### src/rtl/interrupt_dispatch.sv
// ============================================================================
// interrupt_dispatch
//   Interrupt dispatch sequencer: IME/EI-delay ownership, HALT wake, and the
//   5 M-cycle service sequence (wait, wait, push PC hi, push PC lo, jump).
//   Optional macro INT_CANCEL_EN: re-evaluate pending on entry to PUSH_LO.
// Revision: 1.0
// ============================================================================
`default_nettype none

module interrupt_dispatch #(
    parameter logic [15:0] VECTOR_BASE   = 16'h0040,
    parameter int          VECTOR_STRIDE = 8
) (
    input  logic        I_CLOCK,
    input  logic        I_RESET,
    input  logic        I_MCYCLE,
    input  logic        I_INSTR_BOUNDARY,
    input  logic [4:0]  I_IF_DATA,
    input  logic [4:0]  I_IE_DATA,
    input  logic        I_EI,
    input  logic        I_DI,
    input  logic        I_RETI,
    input  logic        I_HALTED,
    input  logic [15:0] I_PC,
    input  logic [15:0] I_SP,
    output logic        O_BUSY,
    output logic [15:0] O_MEM_ADDR,
    output logic [7:0]  O_MEM_DATA,
    output logic        O_MEM_WE_L,
    output logic        O_SP_DEC,
    output logic        O_PC_LOAD,
    output logic [15:0] O_PC,
    output logic [4:0]  O_IF_CLEAR,
    output logic        O_IF_CLEAR_LOAD,
    output logic        O_IME,
    output logic        O_WAKE
);

    typedef enum logic [2:0] {
        S_IDLE    = 3'd0,
        S_WAIT1   = 3'd1,
        S_WAIT2   = 3'd2,
        S_PUSH_HI = 3'd3,
        S_PUSH_LO = 3'd4,
        S_JUMP    = 3'd5
    } state_t;

    state_t      r_state;
    state_t      w_state_next;
    logic        r_ime;
    logic        r_ei_pending;
    logic [2:0]  r_index;
    logic        r_index_valid;
    logic [15:0] r_pc;

    logic [4:0]  w_pending;
    logic        w_any;
    logic [2:0]  w_lowest;
    logic        w_trigger;
    logic        w_strobe;
    logic [15:0] w_vector;

    assign w_pending = I_IF_DATA & I_IE_DATA;
    assign w_any     = |w_pending;
    assign w_trigger = I_INSTR_BOUNDARY && (r_state == S_IDLE) && r_ime && w_any;
    // Strobe-qualified outputs are gated by reset so an abort takes effect in the same clock.
    assign w_strobe  = I_MCYCLE && !I_RESET;
    assign w_vector  = VECTOR_BASE + (16'(VECTOR_STRIDE) * {13'd0, r_index});

    assign O_BUSY = (r_state != S_IDLE);
    assign O_IME  = r_ime;
    assign O_WAKE = I_HALTED && w_any;

    always_comb begin
        w_lowest = 3'd0;
        for (int i = 4; i >= 0; i--) begin
            if (w_pending[i]) w_lowest = 3'(i);
        end
    end

    always_ff @(posedge I_CLOCK) begin
        if (I_RESET) begin
            r_state       <= S_IDLE;
            r_ime         <= 1'b0;
            r_ei_pending  <= 1'b0;
            r_index       <= 3'd0;
            r_index_valid <= 1'b0;
            r_pc          <= 16'h0000;
        end else begin
            r_state <= w_state_next;

            // Later assignments take priority: boundary promotion, EI, RETI, DI, trigger.
            if (I_INSTR_BOUNDARY && r_ei_pending) begin
                r_ime        <= 1'b1;
                r_ei_pending <= 1'b0;
            end
            if (I_EI)   r_ei_pending <= 1'b1;
            if (I_RETI) r_ime        <= 1'b1;
            if (I_DI) begin
                r_ime        <= 1'b0;
                r_ei_pending <= 1'b0;
            end
            if (w_trigger) begin
                r_ime         <= 1'b0;
                r_ei_pending  <= 1'b0;
                r_index       <= w_lowest;
                r_index_valid <= 1'b1;
                r_pc          <= I_PC;
            end
`ifdef INT_CANCEL_EN
            if ((r_state == S_PUSH_HI) && I_MCYCLE) begin
                r_index       <= w_lowest;
                r_index_valid <= w_any;
            end
`endif
        end
    end

    always_comb begin
        w_state_next    = r_state;
        O_MEM_ADDR      = 16'h0000;
        O_MEM_DATA      = 8'h00;
        O_MEM_WE_L      = 1'b1;
        O_SP_DEC        = 1'b0;
        O_PC_LOAD       = 1'b0;
        O_PC            = 16'h0000;
        O_IF_CLEAR      = 5'b00000;
        O_IF_CLEAR_LOAD = 1'b0;

        case (r_state)
            S_IDLE: begin
                if (w_trigger) w_state_next = S_WAIT1;
            end
            S_WAIT1: begin
                if (I_MCYCLE) w_state_next = S_WAIT2;
            end
            S_WAIT2: begin
                if (I_MCYCLE) w_state_next = S_PUSH_HI;
            end
            S_PUSH_HI: begin
                O_MEM_ADDR = I_SP - 16'd1;
                O_MEM_DATA = r_pc[15:8];
                O_MEM_WE_L = !w_strobe;
                O_SP_DEC   = w_strobe;
                if (I_MCYCLE) w_state_next = S_PUSH_LO;
            end
            S_PUSH_LO: begin
                O_MEM_ADDR = I_SP - 16'd1;
                O_MEM_DATA = r_pc[7:0];
                O_MEM_WE_L = !w_strobe;
                O_SP_DEC   = w_strobe;
                if (I_MCYCLE) w_state_next = S_JUMP;
            end
            S_JUMP: begin
                O_PC_LOAD = w_strobe;
                if (r_index_valid) begin
                    O_PC            = w_vector;
                    O_IF_CLEAR_LOAD = w_strobe;
                    O_IF_CLEAR      = w_strobe ? (5'd1 << r_index) : 5'b00000;
                end
                if (I_MCYCLE) w_state_next = S_IDLE;
            end
            default: begin
                w_state_next = S_IDLE;
            end
        endcase
    end

endmodule

`default_nettype wire

### config.mk
export PLATFORM = sky130hd
export DESIGN_NAME = interrupt_dispatch
export DESIGN_NICKNAME = d
export VERILOG_FILES = /design/src/rtl/interrupt_dispatch.sv
export SDC_FILE = /design/constraint.sdc
export NUM_CORES = 1
export LEC_CHECK = 0
export CAP_MARGIN = 20
export CORE_MARGIN = 10
export CORE_UTILIZATION = 37
export DETAILED_ROUTE_END_ITERATION = 8
export PLACE_DENSITY_LB_ADDON = 0.08
export SYNTH_ARGS = -nofsm -noshare
export SYNTH_HDL_FRONTEND = slang
export SYNTH_SLANG_ARGS = --single-unit
### constraint.sdc
create_clock -name I_CLOCK -period 3.1 [get_ports I_CLOCK]
set_input_delay 0.62 -clock I_CLOCK [delete_from_list [all_inputs] [get_ports I_CLOCK]]
set_output_delay 0.62 -clock I_CLOCK [all_outputs]
set_load 0.05 [all_outputs]
==> results.cfg, run 1 <==
[cts]
cts_root_buffer = clkbuf_8
h-tree-depth = 1
max-clock-path-buffers = 2
cts_hold_buf = 0
cts_tree = yes
cts.clk_slew.worst_paths_ns = 0.09
insertion_delay_ns = 0.27
numClockSinks = 25
numCtsBuffers = 3

[synth]
ys_warn_count = 0
ys.flop_type = dfxtp_1
ys_ff_latch = 25
postSynthCellCount = 208
syn_area_per_cell_um2 = 7.952
syn-cell-area_um2 = 1654
synth-edff-count = 0
yosysSeqAreaShare_pct = 30.26
ys_types = 44
ys_async_sr_fraction_pct = 0

[critical_path]
worstPathArrival_ns = 2.47
worstPathRequired_ns = 2.48
crit_chain = buf_6 > or4_4 > or4_4 > buf_6 > or3_4 > a21oi_4 > buf_12
critical_path_class = in -> out
crit_slowest_cell = or4_4
startpoint_type = input port
critPathCaptureType = primary output
max_stage_delay_ns = 0.53
cp_max_fo = 3

[timing]
worstMarginPinSlew_ns = 0.5100
setup_viol = 0
fmax_mhz = 323.2
post-route-min-period_ns = 3.094
fin_worst_skew_ns = 0.005682
maxSlewViolCount = 0
fin_crit_sh_pct = 99.79
slew_headroom_pct = 65.89
hold_viol = 0
whs_ns = 0.5022
grt_setup_unrepaired = yes
timing.final.ws_setup_ns = 0.006382

[finish]
area_growth_pct = 89.18
n_antenna_cell = 0
layout-drive-gt1-share_pct = 31.03
fin_nets = 371

[power_and_ir_drop]
power_uw = 750.7
ir_worst_vdd_mv = 0.2343
leakagePower_uw = 0.001257
power_density_nw_per_um2 = 239.9

[placed_design]
io_buffers = 89
place_congestion = 0.7940
dp_hpwl_um = 4605
place_ws_ns = -0.4225

[job]
maxCapViolCount = 0

[routing]
remaining_drc_errors = 0
ant_nets = 0
wl_per_cell_um = 15.04
vias_per_cell = 5.000
dr_total_vias = 1855
drt_iter0_drc = 74
wl_um = 5581
firstDrtPassIters = 4

[global_routing]
grt-ovfl-total = 0
grt_max_degree = 26
antenna_found_initial = 0
grt_pass1_vias = 1888
grt_use_total_pct = 14.30
grt_pass1_wl_um = 9073

[floorplanning]
die_y_um = 86.86
rows = 24
die_w_um = 86.86
initial_core_util_pct = 37.99
core_um2 = 4354
die_area_um2 = 7545
io_pins = 102

[outcome]
outcome = finished clean

[worst_hold_path]
min_path_type = reg -> reg
-- metal layers --
metal | up-vias | track usage [%] | wire [um]
met4 | 0 | 2.651 | 32
met2 | 56 | 25.72 | 2863
met3 | 4 | 5.150 | 472
met1 | 854 | 15.71 | 2212
met5 | - | 0 | 0
li1 | 941 | - | -
-- power breakdown --
| group | internal [uW] | switching, uW | leakage (uW) |
|---|---|---|---|
| Combinational | 106 | 114 | 0.00103 |
| Clock | 92.0 | 99.6 | 0.0000228 |
| Sequential | 330 | 9.15 | 0.000202 |
-- stage by stage --
step | TNS (ns) | util [%] | cells | area (um^2)
after global placement | -1.887 | 69.34 | 363 | 3019
after global routing | -0.04780 | 71.87 | 371 | 3129
final | 0 | 71.87 | 371 | 3129
after floorplan | -0.04453 | - | 219 | 1769
after CTS | -0.1871 | 70.55 | 368 | 3072
after detailed placement | -2.086 | 69.34 | 363 | 3019
-- state kept, by name (all words and copies together) (netlist names) --
name	flops
O_IME	1
r_ei_pending	1
r_index	3
r_index_valid	1
r_pc	16
r_state	3
-- worst paths after layout --
kind	startpoint	to	cells past startpoint	slack [ns]
worst min-delay path	r_index_valid	r_index_valid	2	0.50
worst min register to register	r_index_valid	r_index_valid	2	0.50
worst max register to register	r_state[1]	r_pc[3]	5	1.20
worst max-delay path	I_SP[9]	O_MEM_ADDR[14]	7	0.006
-- cell type report --
| class | count | area [um^2] |
|---|---|---|
| flip-flops and latches | 25 | 500.5 |
| clock buffers | 4 | 45.04 |
| repair buffers | 119 | 1321 |
| fillers | 337 | 1225 |
| well taps | 52 | 65.06 |
| multi-input cells | 166 | 1179 |
| inverters | 5 | 18.77 |
-- critical path, delay by kind of cell --
family                 cells  cell delay [ns]
AND/OR/NAND/NOR            3             1.30
buffers and inverters      3             0.38
AO/OA/AOI/OAI              1             0.17
-- cell families (layout without fill, tap and decap cells) --
group	count (synthesis)	after routing	share of synthesized area, %
mux	17	17	10.36
other cells	1	12	0.2267
simple gates	90	90	29.12
xor+xnor	6	6	3.177
fa+ha+maj	1	1	0.7563
flops	25	25	30.26
compound gates	40	40	16.87
buf+inv	28	128	9.229
-- layout by cell type (no fill, tap or decap), types with 4 or more instances in the layout --
cell	instances
o21ai_0	4
xnor2_1	4
inv_1	5
nor2_1	33
buf_6	4
dfxtp_1	25
a21oi_1	8
a22o_1	8
mux2i_1	16
and2_1	4
nand2b_1	4
nand2_1	13
clkdlybuf4s50_1	45
buf_12	24
conb_1	12
buf_4	39
or4_4	5
-- synthesized netlist by cell type, types with 4 or more instances --
| master | n | area [um^2] |
|---|---|---|
| xnor2_1 | 4 | 35.03 |
| or3_1 | 5 | 31.28 |
| clkbuf_1 | 9 | 33.78 |
| nor3_1 | 4 | 20.02 |
| nand2b_1 | 4 | 25.02 |
| a21oi_1 | 12 | 60.06 |
| buf_4 | 12 | 90.09 |
| a22o_1 | 8 | 70.07 |
| nor2_1 | 34 | 127.6 |
| dfxtp_1 | 25 | 500.5 |
| nand2_1 | 13 | 48.80 |
| inv_1 | 5 | 18.77 |
| mux2i_1 | 16 | 160.2 |
| and2_1 | 4 | 25.02 |
| o21ai_0 | 4 | 20.02 |
-- what timing repair did --
item | in CTS | in global routing
pin swaps | 11 | 7
resized for setup | 38 | 6
setup buffers | 1 | 3
endpoints found under the setup margin | 9 | 5
Power figures use the tool's default switching activity.
==> run 2, diff against run 1 <==
--- a/config.mk
+++ b/config.mk
@@ -5,11 +5,12 @@
 export SDC_FILE = /design/constraint.sdc
 export NUM_CORES = 1
 export LEC_CHECK = 0
+export ABC_AREA = 0
 export CAP_MARGIN = 20
 export CORE_MARGIN = 10
 export CORE_UTILIZATION = 37
 export DETAILED_ROUTE_END_ITERATION = 8
-export PLACE_DENSITY_LB_ADDON = 0.08
+export PLACE_DENSITY = 0.77
 export SYNTH_ARGS = -nofsm -noshare
 export SYNTH_HDL_FRONTEND = slang
 export SYNTH_SLANG_ARGS = --single-unit
==> results.cfg, run 2 (same netlist as run 1, synthesis figures left out) <==
[floorplanning]
initial_core_util_pct = 37.99
die_w_um = 86.86
io_pins = 102
die_y_um = 86.86
core_um2 = 4354
rows = 24
die_area_um2 = 7545

[finish]
reg.largest.list = r_pc: 16 flops, r_index: 3 flops, r_state: 3 flops
area_growth_pct = 89.86
layout_commonest_cell = clkdlybuf4s50_1
layout-drive-gt1-share_pct = 29.69
design_area_um2 = 3141
fillCellCount = 341
largest_register = r_pc
final_util_pct = 72.13
n_antenna_cell = 0
seqCellArea_um2 = 500.5
largest_reg_flops = 16
fin_nets = 372
multi_input_area_um2 = 1194
mostFrequentLayoutCells = 52 x clkdlybuf4s50_1, 34 x nor2_1, 33 x buf_4

[power_and_ir_drop]
power_uw = 752.7
leakagePower_uw = 0.001244
seq_power_share_pct = 45.1
p_comb_share_pct = 29.3
switching_power_uw = 226.5
ir_worst_vdd_mv = 0.2862
power_density_nw_per_um2 = 239.7
power.internal_uw = 526.2
p_sw_share_pct = 30.09
pwr-share-clk_pct = 25.6

[cts]
max-clock-path-buffers = 2
cts_root_buffer = clkbuf_8
insertion_delay_ns = 0.26
numCtsBuffers = 3
cts_tree = yes
numClockSinks = 25
cts.clk_slew.worst_paths_ns = 0.09
h-tree-depth = 1

[critical_path]
critical_path_class = in -> out
startpoint_type = input port
worstPathArrival_ns = 2.52
crit_top_cell = or4_4
max_stage_delay_ns = 0.54
critPathCaptureType = primary output
cp_max_fo = 4
crit_family = simple AND/OR/NAND/NOR gates
worstPathRequired_ns = 2.48
critPathBufInv = 2
crit_chain = buf_6 > or4_4 > or3_4 > or4_4 > a21oi_4 > buf_12
crit_slowest_cell = or4_4

[routing]
wl_um = 5965
dr_total_vias = 1922
vias_per_cell = 5.167
drt_iter0_drc = 91
wl_per_cell_um = 16.03
remaining_drc_errors = 0
ant_nets = 0
firstDrtPassIters = 4

[timing]
hold_viol = 0
setup_viol = 2
post-route-min-period_ns = 3.135
maxSlewViolCount = 0
setup_tns_ns = -0.05511
fmax_mhz = 319.0
grt_setup_unrepaired = yes
slew_headroom_pct = 55.07
fin_crit_sh_pct = 101.1
fin_worst_skew_ns = 0.001264
timing.final.ws_setup_ns = -0.03526
worstMarginPinSlew_ns = 0.6739

[placed_design]
dp_hpwl_um = 4822
io_buffers = 89
place_congestion = 0.8218
placed_cell_area_um2 = 3027

[job]
maxCapViolCount = 0

[global_routing]
grt_use_total_pct = 14.54
grt_pass1_wl_um = 9246
grt-ovfl-total = 0
grt_max_degree = 26
antenna_found_initial = 0
grt_pass1_vias = 1959

[outcome]
violations = negative setup slack
outcome = finished with violations

[worst_hold_path]
min_path_type = reg -> reg
-- run 2: cell types whose count changed in the layout (fill, tap and decap cells not counted), moves of 2 or more --
cell             change
clkdlybuf4s50_1      +7
buf_4                -6
buf_12               -2
clkbuf_2             +2
-- run 2: final cells by class --
class | count | area share (%)
flip-flops and latches | 25 | 15.94
multi-input cells | 166 | 38.01
well taps | 52 | 2.072
clock buffers | 4 | 1.434
repair buffers | 120 | 41.95
inverters | 5 | 0.5976
-- run 2: final timing paths --
path / startpoint / end / slack, ns / depth (start not counted)
worst max register to register: r_state[1] / r_pc[4] / 1.00 / 5
worst max-delay path: I_SP[1] / O_MEM_ADDR[15] / -0.04 / 6
worst min register to register: r_index_valid / r_index_valid / 0.50 / 2
worst min-delay path: r_index_valid / r_index_valid / 0.50 / 2
-- run 2: metal layers --
layer | global-route usage [%] | part of all wire [%] | up-vias
li1 | - | - | 945
met1 | 16.60 | 40 | 911
met2 | 25.92 | 51 | 64
met3 | 4.869 | 8.1 | 2
met4 | 2.062 | 0.64 | 0
met5 | 0 | 0 | -
-- run 2: power groups by stage --
| stage | clock network [uW] | registers, uW | logic [uW] |
|---|---|---|---|
| 3_5_place_dp | 0 | 347 | 217 |
| 4_1_cts | 196 | 339 | 215 |
| 2_1_floorplan | 0 | 344 | 115 |
| 3_3_place_gp | 0 | 346 | 214 |
| 6_report | 193 | 339 | 221 |
| 5_1_grt | 209 | 341 | 236 |
-- run 2: metrics by stage --
step | std cells | setup WS, ns | hold WS, ns
CTS | 371 | -0.1057 | 0.5004
finish | 372 | -0.03526 | 0.4974
detailed placement | 365 | -0.4314 | 0.4796
global route | 372 | -0.06677 | 0.5299
floorplan | 219 | -0.03003 | 0.4467
global placement | 365 | -0.4067 | 0.4677
-- run 2: repair_timing --
action,in CTS,in global routing
hold buffers,0,0
endpoints found under the setup margin,8,6
resized for setup,35,12
pin swaps,12,9
buffers inserted,2,1
-- run 2: tightest hold or removal path, stage by stage (launching register included) --
cell,delay [ns]
dfxtp_1,0.35
nor2_1,0.05
nor2_1,0.07
==> run 3, diff against run 2 <==
--- a/config.mk
+++ b/config.mk
@@ -14,3 +14,4 @@
 export SYNTH_ARGS = -nofsm -noshare
 export SYNTH_HDL_FRONTEND = slang
 export SYNTH_SLANG_ARGS = --single-unit
+export TNS_END_PERCENT = 1
==> constraint.sdc (replaced) <==
create_clock -name I_CLOCK -period 3.1 [get_ports I_CLOCK]
set_input_delay 0.465 -clock I_CLOCK [delete_from_list [all_inputs] [get_ports I_CLOCK]]
set_output_delay 0.465 -clock I_CLOCK [all_outputs]
set_load 0.05 [all_outputs]
==> results.cfg, run 3 (same netlist as run 1, synthesis figures left out) <==
[cts]
numClockSinks = 25
numCtsBuffers = 3
cts_hold_buf = 0
cts_root_buffer = clkbuf_8
h-tree-depth = 1
insertion_delay_ns = 0.26
max-clock-path-buffers = 2
cts_tree = yes
cts.clk_slew.worst_paths_ns = 0.08

[power_and_ir_drop]
ir_worst_vdd_mv = 0.2221
leakagePower_uw = 0.001166
power_density_nw_per_um2 = 245.8

[worst_hold_path]
min_to = r_pc[8]
holdPathStages = 2
min_path_type = reg -> reg
hold_start = r_pc[8]

[critical_path]
cp_max_fo = 4
worstPathArrival_ns = 2.66
rrSetupSlack_ns = 1.02
startpoint_type = input port
r2r_cells = 5
r2r-end = r_pc[3]
critPathCaptureType = primary output
r2r-start = r_state[1]
worstPathRequired_ns = 2.63
critical_path_class = in -> out

[finish]
layout-drive-gt1-share_pct = 23.30
mostFrequentLayoutCells = 61 x clkdlybuf4s50_1, 34 x nor2_1, 25 x dfxtp_1
area_growth_pct = 81.92
seqCellArea_um2 = 500.5
multi_input_area_um2 = 1139
fin_nets = 361
reg.largest.list = r_pc: 16 flops, r_index: 3 flops, r_state: 3 flops
largest_register = r_pc
fin_cells = 361
final_util_pct = 69.11
largest_reg_flops = 16
layout_commonest_cell = clkdlybuf4s50_1
fillCellCount = 347
n_antenna_cell = 0

[placed_design]
place_ws_ns = -0.1697
place_congestion = 0.7651
io_buffers = 89
dpl.cell_count = 355
dp_hpwl_um = 4662

[routing]
wl_um = 5721
wl_per_cell_um = 15.85
drt_iter0_drc = 158
vias_per_cell = 5.111
remaining_drc_errors = 0
dr_total_vias = 1845
firstDrtPassIters = 4
ant_nets = 0

[job]
maxCapViolCount = 0

[floorplanning]
die_area_um2 = 7545
initial_core_util_pct = 37.99
rows = 24
core_um2 = 4354
io_pins = 102
die_w_um = 86.86
die_y_um = 86.86

[timing]
post-route-min-period_ns = 3.121
fin_crit_sh_pct = 100.7
grt_setup_unrepaired = yes
hold_viol = 0
fmax_mhz = 320.4
setup_viol = 1
timing.final.ws_setup_ns = -0.02112
slew_headroom_pct = 64.17
fin_worst_skew_ns = 0.0009970
whs_ns = 0.4991
worstMarginPinSlew_ns = 0.5358
maxSlewViolCount = 0

[global_routing]
grt_pass1_vias = 1904
grt_use_total_pct = 14.45
grt_pass1_wl_um = 9259
grt_max_degree = 26
antenna_found_initial = 0
grt-ovfl-total = 0

[outcome]
violations = negative setup slack
outcome = finished with violations
-- run 3: cell count changes in the layout (fill, tap and decap cells not counted), sizes merged --
cell,change
buf,-18
clkdlybuf4s15,-1
clkdlybuf4s50,+9
dlymetal6s2s,+1
clkbuf,-2
-- run 3: layout make-up --
cell class                 count  share of cell area, %
clock buffer                   4                  1.497
tap                           52                  2.162
sequential                    25                  16.63
inverter                       5                 0.6237
multi-input combinational    166                  37.84
timing repair buffer         109                  41.25
-- run 3: worst max path at each step --
stage / start / slack, ns / to / depth (start not counted)
after global placement: I_SP[10] / -0.14 / O_MEM_ADDR[15] / 6
after detailed placement: I_SP[10] / -0.17 / O_MEM_ADDR[15] / 6
after CTS: I_SP[0] / -0.01 / O_MEM_ADDR[13] / 6
after floorplan: r_state[0] / -0.17 / O_IF_CLEAR[4] / 5
after global routing: I_SP[0] / -0.11 / O_MEM_ADDR[13] / 7
final: I_SP[0] / -0.02 / O_MEM_ADDR[13] / 7
-- run 3: power breakdown --
part	internal [uW]	switching, uW	total, uW
registers	330	9.20	339
logic	99.2	112	211
clock network	91.7	97.3	189
-- run 3: stage by stage --
stage               TNS (ns)  area [um^2]  power (uW)
floorplan            -0.2353         1709       456.6
global placement     -0.2629         2884       549.7
detailed placement   -0.5292         2884       554.1
CTS                 -0.01491         2974       741.6
global route         -0.1864         3009       771.4
finish              -0.02112         3009       739.5
-- run 3: layer usage --
| layer | wire length [um] | share of wire [%] | track usage [%] | vias to the layer above |
|---|---|---|---|---|
| li1 | - | - | - | 921 |
| met3 | 529 | 9.2 | 5.243 | 4 |
| met2 | 2919 | 51 | 25.78 | 55 |
| met4 | 48 | 0.84 | 2.504 | 0 |
| met1 | 2223 | 39 | 16.06 | 865 |
| met5 | 0 | 0 | 0 | - |
-- run 3: timing repair --
item,CTS,global route
gates resized for setup,9,7
pin swaps,4,2
setup endpoints to repair,6,6
setup buffers,2,0
-- run 3: critical path: stages --
cell,delay (ns)
clkdlybuf4s50_1,0.44
or4_4,0.55
or3_4,0.40
buf_4,0.15
o31ai_1,0.34
a21oi_2,0.14
buf_12,0.17
